--- src/rtl/hazard_pkg.sv ---
// Shared definitions for the hazard/stall controller: FSM state encoding,
// register-index width and memory-wait counter width.
// Imported by hazard_ctrl and wait_timer.
package hazard_pkg;

  localparam int REG_W = 5;  // MIPS register index width
  localparam int CNT_W = 8;  // memory-wait counter width

  typedef enum logic [1:0] {
    ST_RUN      = 2'd0,
    ST_MEM_WAIT = 2'd1,
    ST_TIMEOUT  = 2'd2
  } state_t;

  // True when a load in EX writes a register the ID instruction reads.
  // R0 is never a real dependency because it is hardwired to zero.
  function automatic logic load_use(input logic             mem_read,
                                    input logic [REG_W-1:0] wr,
                                    input logic [REG_W-1:0] rs,
                                    input logic [REG_W-1:0] rt,
                                    input logic             uses_rt);
    return mem_read && (wr != '0) && ((wr == rs) || (uses_rt && (wr == rt)));
  endfunction

endpackage

--- src/rtl/wait_timer.sv ---
// Memory-wait cycle counter for hazard_ctrl.
// Ports: clk/reset; start_i loads 1, inc_i increments (saturating, never
// wraps), clr_i clears; expired_o is high while the count equals WAIT_MAX.
module wait_timer
  import hazard_pkg::*;
#(
  parameter int WAIT_MAX = 16
) (
  input  logic clk,
  input  logic reset,
  input  logic start_i,
  input  logic inc_i,
  input  logic clr_i,
  output logic expired_o
);

  localparam logic [CNT_W-1:0] WAIT_MAX_C = CNT_W'(WAIT_MAX);
  localparam logic [CNT_W-1:0] CNT_SAT    = '1;

  logic [CNT_W-1:0] cnt_q, cnt_d;

  always_comb begin
    cnt_d = cnt_q;
    if (clr_i) begin
      cnt_d = '0;
    end else if (start_i) begin
      // The cycle that raises the request already counts as the first wait.
      cnt_d = CNT_W'(1);
    end else if (inc_i && (cnt_q != CNT_SAT)) begin
      cnt_d = cnt_q + CNT_W'(1);
    end
  end

  always_ff @(posedge clk) begin
    if (reset) begin
      cnt_q <= '0;
    end else begin
      cnt_q <= cnt_d;
    end
  end

  assign expired_o = (cnt_q == WAIT_MAX_C);

endmodule

--- src/rtl/hazard_ctrl.sv ---
// Pipeline hazard/stall controller: load-use bubbles, branch squash,
// memory-busy freeze and sticky memory timeout for the 5-stage MIPS core.
// Inputs: hazard operands from EX/ID, Branch, MemReq_mem/MemReady.
// Outputs: IFWrite, IDEXFlush, PipeHold (combinational), MemTimeout and
// State (registered). Optional macro HAZARD_PERF_CNT_EN adds three
// saturating 32-bit counters LuStallCnt, FlushCnt, MemWaitCnt.
module hazard_ctrl
  import hazard_pkg::*;
#(
  parameter int WAIT_MAX = 16
) (
  input  logic             clk,
  input  logic             reset,
  input  logic             MemRead_ex,
  input  logic [REG_W-1:0] WriteReg_ex,
  input  logic [REG_W-1:0] Rs_id,
  input  logic [REG_W-1:0] Rt_id,
  input  logic             UsesRt_id,
  input  logic             Branch,
  input  logic             MemReq_mem,
  input  logic             MemReady,
  output logic             IFWrite,
  output logic             IDEXFlush,
  output logic             PipeHold,
  output logic             MemTimeout,
  output logic [1:0]       State
`ifdef HAZARD_PERF_CNT_EN
  ,
  output logic [31:0]      LuStallCnt,
  output logic [31:0]      FlushCnt,
  output logic [31:0]      MemWaitCnt
`endif
);

  state_t state_q, state_d;

  logic lu;
  logic ifw, flush, hold;
  logic run_eval;
  logic br_flush, lu_stall;
  logic tmr_start, tmr_inc, tmr_clr, tmr_expired;

  assign lu = load_use(MemRead_ex, WriteReg_ex, Rs_id, Rt_id, UsesRt_id);

  wait_timer #(
    .WAIT_MAX (WAIT_MAX)
  ) u_wait_timer (
    .clk       (clk),
    .reset     (reset),
    .start_i   (tmr_start),
    .inc_i     (tmr_inc),
    .clr_i     (tmr_clr),
    .expired_o (tmr_expired)
  );

  always_ff @(posedge clk) begin
    if (reset) begin
      state_q <= ST_RUN;
    end else begin
      state_q <= state_d;
    end
  end

  always_comb begin
    state_d   = state_q;
    ifw       = 1'b1;
    flush     = 1'b0;
    hold      = 1'b0;
    run_eval  = 1'b0;
    br_flush  = 1'b0;
    lu_stall  = 1'b0;
    tmr_start = 1'b0;
    tmr_inc   = 1'b0;
    tmr_clr   = 1'b0;

    case (state_q)
      ST_RUN: begin
        run_eval = 1'b1;
      end
      ST_MEM_WAIT: begin
        if (MemReady) begin
          // Release: the frozen EX/ID instructions are evaluated normally
          // in the ack cycle itself.
          run_eval = 1'b1;
          state_d  = ST_RUN;
          tmr_clr  = 1'b1;
        end else begin
          hold = 1'b1;
          ifw  = 1'b0;
          if (tmr_expired) begin
            state_d = ST_TIMEOUT;
          end else begin
            tmr_inc = 1'b1;
          end
        end
      end
      ST_TIMEOUT: begin
        // Terminal until reset; MemReady is deliberately ignored here.
        hold = 1'b1;
        ifw  = 1'b0;
      end
      default: begin
        state_d = ST_RUN;
      end
    endcase

    if (run_eval) begin
      if (MemReq_mem && !MemReady) begin
        hold      = 1'b1;
        ifw       = 1'b0;
        state_d   = ST_MEM_WAIT;
        tmr_start = 1'b1;
      end else if (Branch) begin
        // Branch wins over load-use: the stalled ID instruction is squashed.
        flush    = 1'b1;
        br_flush = 1'b1;
      end else if (lu) begin
        // One bubble suffices: the load reaches MEM on the next edge.
        ifw      = 1'b0;
        flush    = 1'b1;
        lu_stall = 1'b1;
      end
    end
  end

  // Reset forces the idle output values regardless of the registered state.
  assign IFWrite    = reset | ifw;
  assign IDEXFlush  = ~reset & flush;
  assign PipeHold   = ~reset & hold;
  assign MemTimeout = ~reset & (state_q == ST_TIMEOUT);
  assign State      = reset ? 2'd0 : state_q;

`ifdef HAZARD_PERF_CNT_EN
  logic [31:0] lu_cnt_q, fl_cnt_q, mw_cnt_q;

  function automatic logic [31:0] sat_inc(input logic [31:0] v, input logic en);
    return (en && (v != 32'hFFFF_FFFF)) ? v + 32'd1 : v;
  endfunction

  always_ff @(posedge clk) begin
    if (reset) begin
      lu_cnt_q <= '0;
      fl_cnt_q <= '0;
      mw_cnt_q <= '0;
    end else begin
      lu_cnt_q <= sat_inc(lu_cnt_q, lu_stall);
      fl_cnt_q <= sat_inc(fl_cnt_q, br_flush);
      mw_cnt_q <= sat_inc(mw_cnt_q, hold);
    end
  end

  assign LuStallCnt = lu_cnt_q;
  assign FlushCnt   = fl_cnt_q;
  assign MemWaitCnt = mw_cnt_q;
`endif

endmodule

--- config.mk ---
export PLATFORM = sky130hd
export DESIGN_NAME = hazard_ctrl
export DESIGN_NICKNAME = d
export VERILOG_FILES = /design/src/rtl/hazard_pkg.sv /design/src/rtl/wait_timer.sv /design/src/rtl/hazard_ctrl.sv
export SDC_FILE = /design/constraint.sdc
export NUM_CORES = 1
export LEC_CHECK = 0
export ABC_CLOCK_PERIOD_IN_PS = 1800
export CORE_AREA = 2 2 50 52
export CTS_CLUSTER_SIZE = 25
export DETAILED_ROUTE_END_ITERATION = 8
export DIE_AREA = 0 0 52 54
export PLACE_DENSITY = 0.71
export SKIP_LAST_GASP = 1
export SYNTH_ARGS = -nofsm -noshare
export SYNTH_HDL_FRONTEND = slang
export SYNTH_SLANG_ARGS = --single-unit
--- constraint.sdc ---
create_clock -name clk -period 1.8 [get_ports clk]
set_input_delay 0.27 -clock clk [delete_from_list [all_inputs] [get_ports clk]]
set_output_delay 0.27 -clock clk [all_outputs]
set_load 0.01 [all_outputs]
* Yosys cells after proc, flatten, opt, wreduce, memory -nomap -nowiden
Cells that the tools add are included.
Storage, ports and cells: output and inout bits 6, input bits 22, word-level logic and storage cells 57, latch bits 0, flip-flop bits (word level) 10, memory bits (writable) 0, memory bits (read-only) 0, memories 0
Cells by class: bitwise gates (word level) 5, shifts and indexed selects 0, equal/unequal tests 6, add/subtract/negate cells 1, divide/modulo/power cells 0, multiply operators 0, multiplexer cells 29, reduce and logical (&&, ||, !) cells 13, $lt $le $gt $ge 0
Operators with widths (number):
- 2-to-1 mux 1 bit | 20
- == test 5 bit | 2
- 2-to-1 mux 2 bit | 5
- adder 8 x 1 -> 8 bit (second input constant) | 1
- == test 8 x 5 -> 1 bit (second input constant) | 1
- inequality test 8 bit (second input constant) | 1
- one-hot mux 1 bit (2 select lines) | 3
- logical AND 1 bit | 5
- nonzero test 5 bit | 1
- one-hot mux 2 bit (2 select lines) | 1
- OR reduction 2 bit | 2
- bitwise AND 1 bit | 3
- OR reduction 3 bit | 1
- == test 2 x 1 -> 1 bit (second input constant) | 1
- == test 2 bit (second input constant) | 1
- zero test 2 bit | 1
- nonzero test 2 bit | 1
- zero test 1 bit | 1
- logical OR 1 bit | 1
- inverter 1 bit | 1
- bitwise OR 1 bit | 1

* Longest topological paths before layout
Gate-level depths: netlist (run 1).
depth in word-level cells 9, gate-level depth with buffers 7, gate-level depth less buffers 6

* By module
From an unflattened synthesis (run 1), not the netlist that was laid out.
Second synthesis, totals: cells, all modules 113, area, all modules 873.3 sq um
By module, submodules not included:
- wait_timer | instances 1, cells an instance 60, area an instance 498.0 sq um, seq. area each 160.2 sq um
- hazard_ctrl | instances 1, cells an instance 53, area an instance 375.4 sq um, seq. area each 40.0 sq um

* Least setup slack after synthesis (run 1)
No wires, ideal clock.
kind reg-to-reg, start point register u_wait_timer.cnt_q[0], end point register u_wait_timer.cnt_q[7], stages on the path, launching flop included 8, setup time 0.130 ns, path buffers 1, clock period less this slack 1.685 ns, data arrival time 1.556 ns, data required time 1.670 ns, path slack 0.115 ns, cells stage by stage dfxtp_1 > inv_1 > ha_1 > nor4b_2 > a31o_1 > buf_4 > o41ai_1 > a21oi_1
Between the ends: cells in the longest elaborated chain, start to end 5, elaborated cells between the ends (all ways) 7, those cells by class add/sub (1); eq/ne (2); mux (3); reduce/logical (1)
RTL lines:
- from (decl) | RTL line wait_timer.sv:20 | logic [CNT_W-1:0] cnt_q, cnt_d;
- from (signal assigned) | RTL line wait_timer.sv:38 | cnt_q <= cnt_d;
- == test 8 x 5 -> 1 bit | RTL line wait_timer.sv:42 | assign expired_o = (cnt_q == WAIT_MAX_C);
- 2-to-1 mux 1 bit | RTL line hazard_ctrl.sv:90 | if (tmr_expired) begin
- 2-to-1 mux 1 bit | RTL line hazard_ctrl.sv:81 | if (MemReady) begin
- 2-to-1 mux 1 bit | RTL line hazard_ctrl.sv:76 | case (state_q)
- logical AND 1 bit | RTL line wait_timer.sv:29 | end else if (inc_i && (cnt_q != CNT_SAT)) begin
Parallel ways exist; a longest one is shown, timed or not. A chain may end at the register's enable or synchronous reset.

* Worst setup path after layout (run 1)
start point input port Rs_id[2], end point output port IDEXFlush
Between the ends: cells in the longest elaborated chain, start to end 8
RTL lines:
- from (decl) | RTL line hazard_ctrl.sv:16 | input logic [REG_W-1:0] Rs_id,
- == test 5 bit | RTL line hazard_pkg.sv:22 | return mem_read && (wr != '0) && ((wr == rs) || (uses_rt && (wr == rt)));
- logical OR 1 bit | RTL line hazard_pkg.sv:22
- logical AND 1 bit | RTL line hazard_pkg.sv:22
- 2-to-1 mux 1 bit | RTL line hazard_ctrl.sv:117 | end else if (lu) begin
- 2-to-1 mux 1 bit | RTL line hazard_ctrl.sv:113 | end else if (Branch) begin
- 2-to-1 mux 1 bit | RTL line hazard_ctrl.sv:108 | if (MemReq_mem && !MemReady) begin
- 2-to-1 mux 1 bit | RTL line hazard_ctrl.sv:107 | if (run_eval) begin
- bitwise AND 1 bit | RTL line hazard_ctrl.sv:128 | assign IDEXFlush = ~reset & flush;
- to (decl) | RTL line hazard_ctrl.sv:23 | output logic IDEXFlush,
Every way passes these cells.

==> results.md, run 1 <==
- Status: finished clean
- Register area share after synthesis: 23.8%
- Core ar.: 2320 µm²
- Clock Path Buffers: 2
- Post-route DRC: 0
- Htree depth: 1
- VDD IR-drop max: 551 µV
- Pre-CTS setup slack: -0.722 ns
- Post-route core utilization: 63.5%
- Flop2flop setup slack: 0.06 ns
- Setup Skew: 0.000722 ns
- Sequential share of power: 35.2%
- Max-cap check violation count: 0
- Critical Path Fanout Max: 2
- Number of CTS-inserted buffers: 3
- FP Rows: 18
- WP data required: 1.53 ns
- Finished Cell Area: 1470 µm²
- Slew Viols, Final: 0
- Setup CP Type: in2out
- Gr usage total: 18.2%
- Fin Hold WS: 0.476 ns
- Final worst-path cycle share: 97.3%
- Final Critical Period: 1.75 ns
- Worst hold stages: 3
- IO Port Bufs: 27
- Crit path DAT: 1.48 ns
- Startpoint class of the critical path: input port
- FF-to-FF path depth: 6
- Pint: 474 µW
- Vias/cell: 5.53
- Initial core utilization: 36.3%
- Slowest stage delay, CP: 0.47 ns
- Relative slew slack: 71.1%
- Max Freq: 571 MHz
- Post-Route WL: 2720 µm
- Share of total power in the clock network: 31.6%
- Synth Register Bits: 10
- Synth Warn #: 0
- Final Hold Vio Count: 0
- Drt pass-1 iters: 4
- Syn Area/Cell: 7.73 µm²
- Yosys cell types: 34
- Cell Area, Synth: 842 µm²
- Worst hold-check path type: in2reg
- Lkg Pwr: 0.590 nW
- Setup-failing EPs final: 0
- Final ANT Viol Nets: 0
- IO Pins: 28
- Antenna cells: 0
- Initial antenna violation count: 0
- Slew at the pin with the worst max-slew slack: 0.431 ns
- Largest net degree at the start of global routing: 11
- CTS Hold Bufs: 0
- Die W: 52 µm
- Worst path depth: 6
- CP delay by family, top: buffers and inverters
- Crit-path cells: clkdlybuf4s50_1, xnor2_1, nand3_1, o22ai_2, o21a_1, buf_2
- Syn-to-layout area delta: 75.0%
- CP bufs+invs: 2
- Wire length per cell: 14.0 µm
- Pwr dens: 443 nW/µm²
- CTS tree: built
- Die Ht: 54 µm
- Vias in the first global route: 950
- Clk Latency, worst-skew pair: 0.27 ns
- Placed Area: 1330 µm²
- First-pass GRT wire length: 3870 µm
- Hpwl dp: 1910 µm
- Net Sw Frac: 27.5%
- Die area: 2810 µm²
- Layout Nets: 193
- CP Capture Type: output port
- Clk slew on worst S/H paths: 0.07 ns
- Synth top area share: 23.8%
- RSZ-0062 raised after global routing: yes
- Top post-synthesis cells by area: dfxtp_1, xnor2_1, ha_1
- Grt ovf: 0
- Crit-path slowest cell: clkdlybuf4s50_1
- CTS Root Cell: clkbuf_4
- Post-synthesis cell count: 109
- Clock tree sinks: 10
- Share of cells above drive strength 1: 37.2%
- Cell taking the most area after synthesis: dfxtp_1
- Switching pwr: 180 µW
- Comb pwr share: 33.2%
- First-iteration detailed-routing DRC count: 39
- GPL Wtd Cong: 0.813
- Setup WS post-layout: 0.0485 ns
- Vias: 1072
- Mapped Nets: 137
-- flip-flops by register name (all words and copies together) (netlist names) --
register / count
state_q: 2
u_wait_timer.cnt_q: 8
-- timing repair --
item / CTS / global route
pin swaps: 4 / 9
cloned: 0 / 1
resized for setup: 34 / 24
setup endpoints to repair: 12 / 8
setup buffers: 0 / 0
-- layer usage --
layer	vias up	track usage [%]	wire length [µm]
li1	521	-	-
met1	497	21.5	1140
met2	47	34.0	1350
met3	7	2.50	199
met4	0	5.26	36
met5	-	0	0
-- path summary, 6_finish.rpt --
| path | from | endpoint |
|---|---|---|
| max | Rs_id[2] | IDEXFlush |
| min | MemReady | u_wait_timer.cnt_q[0] |
| max reg2reg | u_wait_timer.cnt_q[0] | u_wait_timer.cnt_q[3] |
| min reg2reg | u_wait_timer.cnt_q[0] | u_wait_timer.cnt_q[0] |
-- power groups by stage --
stage / Clock [mW] / Sequential, mW / Combinational (mW)
global route: 0.223 / 0.230 / 0.233
detailed placement: 0 / 0.233 / 0.197
global placement: 0 / 0.233 / 0.192
finish: 0.206 / 0.230 / 0.217
floorplan: 0 / 0.234 / 0.0749
CTS: 0.209 / 0.229 / 0.205
-- cells in the mapped netlist --
cell / n
a221oi_1: 1
xnor2_1: 10
nor4b_2: 1
ha_1: 6
nor2b_1: 1
and3_1: 1
nand2b_1: 3
o311ai_0: 1
nand4_1: 4
or2_2: 1
clkbuf_1: 2
nand3_1: 6
dfxtp_1: 10
nor2_1: 10
or4_1: 4
o22ai_1: 1
o21a_1: 1
o41ai_1: 4
a31oi_1: 2
a211o_1: 1
buf_4: 1
nor4_1: 1
and3b_1: 1
a21o_1: 1
inv_1: 8
o21ai_0: 5
o31ai_1: 2
nand2_1: 4
nand4b_1: 1
a41oi_1: 1
a31o_1: 1
nand3b_1: 1
a21oi_1: 11
nor3_1: 1
-- layout by cell type, fill, tap and decap left out, drive strengths merged, types with 2 or more instances in the layout --
cell / netlist / routed
o21ai: 5 / 5
xnor2: 10 / 10
inv: 8 / 8
or4: 4 / 4
a31oi: 2 / 2
dlymetal6s2s: 0 / 3
dlygate4sd2: 0 / 2
buf: 1 / 28
a31o: 1 / 2
clkbuf: 2 / 8
nand2: 4 / 4
nand3: 6 / 6
o41ai: 4 / 4
ha: 6 / 6
nor2: 10 / 10
clkdlybuf4s50: 0 / 15
a21oi: 11 / 11
o31ai: 2 / 2
nand2b: 3 / 3
nand4: 4 / 4
dfxtp: 10 / 10
-- metrics by stage --
| step | cells | total power [mW] | TNS (ns) |
|---|---|---|---|
| after detailed placement | 189 | 0.430 | -3.14 |
| final | 194 | 0.653 | 0 |
| after global placement | 189 | 0.425 | -2.84 |
| after global routing | 194 | 0.687 | -0.0691 |
| after CTS | 193 | 0.643 | -0.101 |
| after floorplan | 109 | 0.309 | 0 |
-- cell type report --
class | count | area (µm²)
fillers | 184 | 846
multi-input cells | 89 | 721
repair buffers | 53 | 440
flip-flops and latches | 10 | 204
well taps | 30 | 37.5
clock buffers | 4 | 36.3
inverters | 8 | 35.0
-- cell families after synthesis --
logic type	after synthesis	synth area share [%]
adders and majority gates	6	8.92
xor gates and xnor gates	10	10.4
buffers and inverters	11	5.35
and+or+nand+nor	40	26.9
AOI/OAI and AO/OA	32	24.7
DFF	10	23.8
-- worst reg2reg max path, cell delays in order, from the launching register on --
cell and delay, ns:
dfxtp_2 0.33, inv_1 0.05, ha_1 0.19, nor4b_2 0.17, a31o_2 0.30, or4_1 0.51
a21oi_1 0.13
Power figures use the tool's default switching activity.
==> run 2: changes to the inputs <==
PLACE_DENSITY = 0.68   (was 0.71)
==> results.md, run 2 (synthesized netlist as in run 1, its figures left out) <==
- Max-cap check violation count: 0
- Wire length per cell: 13.2 µm
- Setup WS post-layout: 0.0369 ns
- Clk Latency, worst-skew pair: 0.28 ns
- GPL Wtd Cong: 0.872
- Vias/cell: 5.23
- Post-route core utilization: 60.3%
- CTS Hold Bufs: 0
- Clock tree sinks: 10
- Hold endpoint: u_wait_timer.cnt_q[0]
- Clk slew on worst S/H paths: 0.07 ns
- Max Freq: 567 MHz
- Final Hold Vio Count: 0
- Syn-to-layout area delta: 66.1%
- Post-route DRC: 0
- Layout Nets: 190
- Largest Register: u_wait_timer.cnt_q
- FF-to-FF path depth: 6
- Setup-failing EPs final: 0
- WP data required: 1.53 ns
- Largest regs: u_wait_timer.cnt_q x8, state_q x2
- Max FFs per register: 8
- Worst hold stages: 3
- Crit-path slowest cell: or4_4
- Critical Path Fanout Max: 2
- Crit-path cells: clkdlybuf4s15_1, or4_4, o21ai_4, nor4_2, a21oi_1, buf_2
- Initial core utilization: 36.3%
- Hpwl dp: 1790 µm
- Final worst-path cycle share: 98.0%
- Reg2reg start: u_wait_timer.cnt_q[0]
- Commonest non-fill, non-tap cell in the layout: buf_4
- Setup Skew: 0.00130 ns
- Antenna cells: 0
- Clock Path Buffers: 2
- CP Capture Type: output port
- First-iteration detailed-routing DRC count: 18
- Number of CTS-inserted buffers: 3
- Pre-CTS setup slack: -0.706 ns
- IO Pins: 28
- First-pass GRT wire length: 3770 µm
- Most frequent cells in the layout: buf_4, clkdlybuf4s50_1, nor2_1, xnor2_1, a21oi_1
- Vias: 999
- Finished Layout Cells: 191
- Htree depth: 1
- Largest net degree at the start of global routing: 11
- Final ANT Viol Nets: 0
- IO Port Bufs: 27
- Vias in the first global route: 912
- Die area: 2810 µm²
- Flop2flop setup slack: 0.04 ns
- Hold_sp: MemReady
- Die W: 52 µm
- CTS tree: built
- Lkg Pwr: 0.543 nW
- FP Rows: 18
- Pwr dens: 456 nW/µm²
- Drt pass-1 iters: 4
- VDD IR-drop max: 412 µV
- Setup CP Type: in2out
- Slew Viols, Final: 0
- Slew at the pin with the worst max-slew slack: 0.477 ns
- Worst hold-check path type: in2reg
- Initial antenna violation count: 0
- Startpoint class of the critical path: input port
- Relative slew slack: 68.1%
- Die Ht: 54 µm
- Gr usage total: 17.8%
- Filler cell count: 202
- Reg2reg end: u_wait_timer.cnt_q[3]
- Grt ovf: 0
- Final Critical Period: 1.76 ns
- Crit path DAT: 1.49 ns
- RSZ-0062 raised after global routing: yes
- Slowest stage delay, CP: 0.50 ns
- Core ar.: 2320 µm²
- Share of cells above drive strength 1: 30.4%
- Placed Instances: 184
- Status: finished clean
- CTS Root Cell: clkbuf_4
- Post-Route WL: 2510 µm
[run 2: cell count changes in the layout (fill, tap and decap cells not counted), sizes merged]
cell | previous run | this run
dlygate4sd2 | 2 | 3
clkbuf | 8 | 6
clkdlybuf4s15 | 1 | 2
buf | 28 | 26
clkdlybuf4s50 | 15 | 16
dlymetal6s2s | 3 | 1
[run 2: how the worst max path moves through the flow]
stage                           from               endpoint  slack (ns)
2_1_floorplan  u_wait_timer.cnt_q[0]  u_wait_timer.cnt_q[7]        0.11
3_3_place_gp          WriteReg_ex[1]                IFWrite       -0.66
3_5_place_dp          WriteReg_ex[1]                IFWrite       -0.71
4_1_cts               WriteReg_ex[3]                IFWrite       -0.01
5_1_grt                   state_q[1]                IFWrite       -0.03
6_report              WriteReg_ex[3]                IFWrite        0.04
[run 2: through the flow]
step           total power [mW]  TNS (ns)  instance area (µm²)  hold slack [ns]
2_1_floorplan             0.309         0                  842            0.471
3_3_place_gp              0.418     -2.57                 1290            0.496
3_5_place_dp              0.421     -2.97                 1290            0.498
4_1_cts                   0.635   -0.0131                 1340            0.508
5_1_grt                   0.671   -0.0426                 1400            0.472
6_report                  0.638         0                 1400            0.455
[run 2: metal layers]
layer | vias to the layer above | track usage [%] | wire [µm]
met5 | - | 0 | 0
met4 | 0 | 6.58 | 20
met3 | 4 | 3.61 | 180
met2 | 34 | 29.1 | 1160
met1 | 447 | 23.0 | 1150
li1 | 514 | - | -
[run 2: final cells by class]
| type | instances | area [µm²] | share of cell area [%] |
|---|---|---|---|
| tap | 30 | 37.5 | 2.68 |
| inverter | 8 | 32.5 | 2.33 |
| sequential | 10 | 206 | 14.8 |
| multi-input combinational | 89 | 669 | 47.9 |
| timing repair buffer | 50 | 417 | 29.8 |
| clock buffer | 4 | 36.3 | 2.59 |
[run 2: timing repair]
item,in CTS,in global routing
pin swaps,4,7
setup buffers,1,1
setup endpoints to repair,9,8
resized for setup,32,17
gates cloned,0,1
[run 2: critical path: cells and delay by family]
family                 cells  cell delay, ns
buffers and inverters      2            0.34
AOI/OAI and AO/OA          2            0.34
and+or+nand+nor            2            0.55
[run 2: where the power goes]
| part | internal (mW) | leakage [nW] | switching, mW |
|---|---|---|---|
| logic | 0.117 | 0.440 | 0.0828 |
| registers | 0.225 | 0.0824 | 0.00423 |
| clock network | 0.123 | 0.0210 | 0.0859 |
| total | 0.465 | 0.543 | 0.173 |
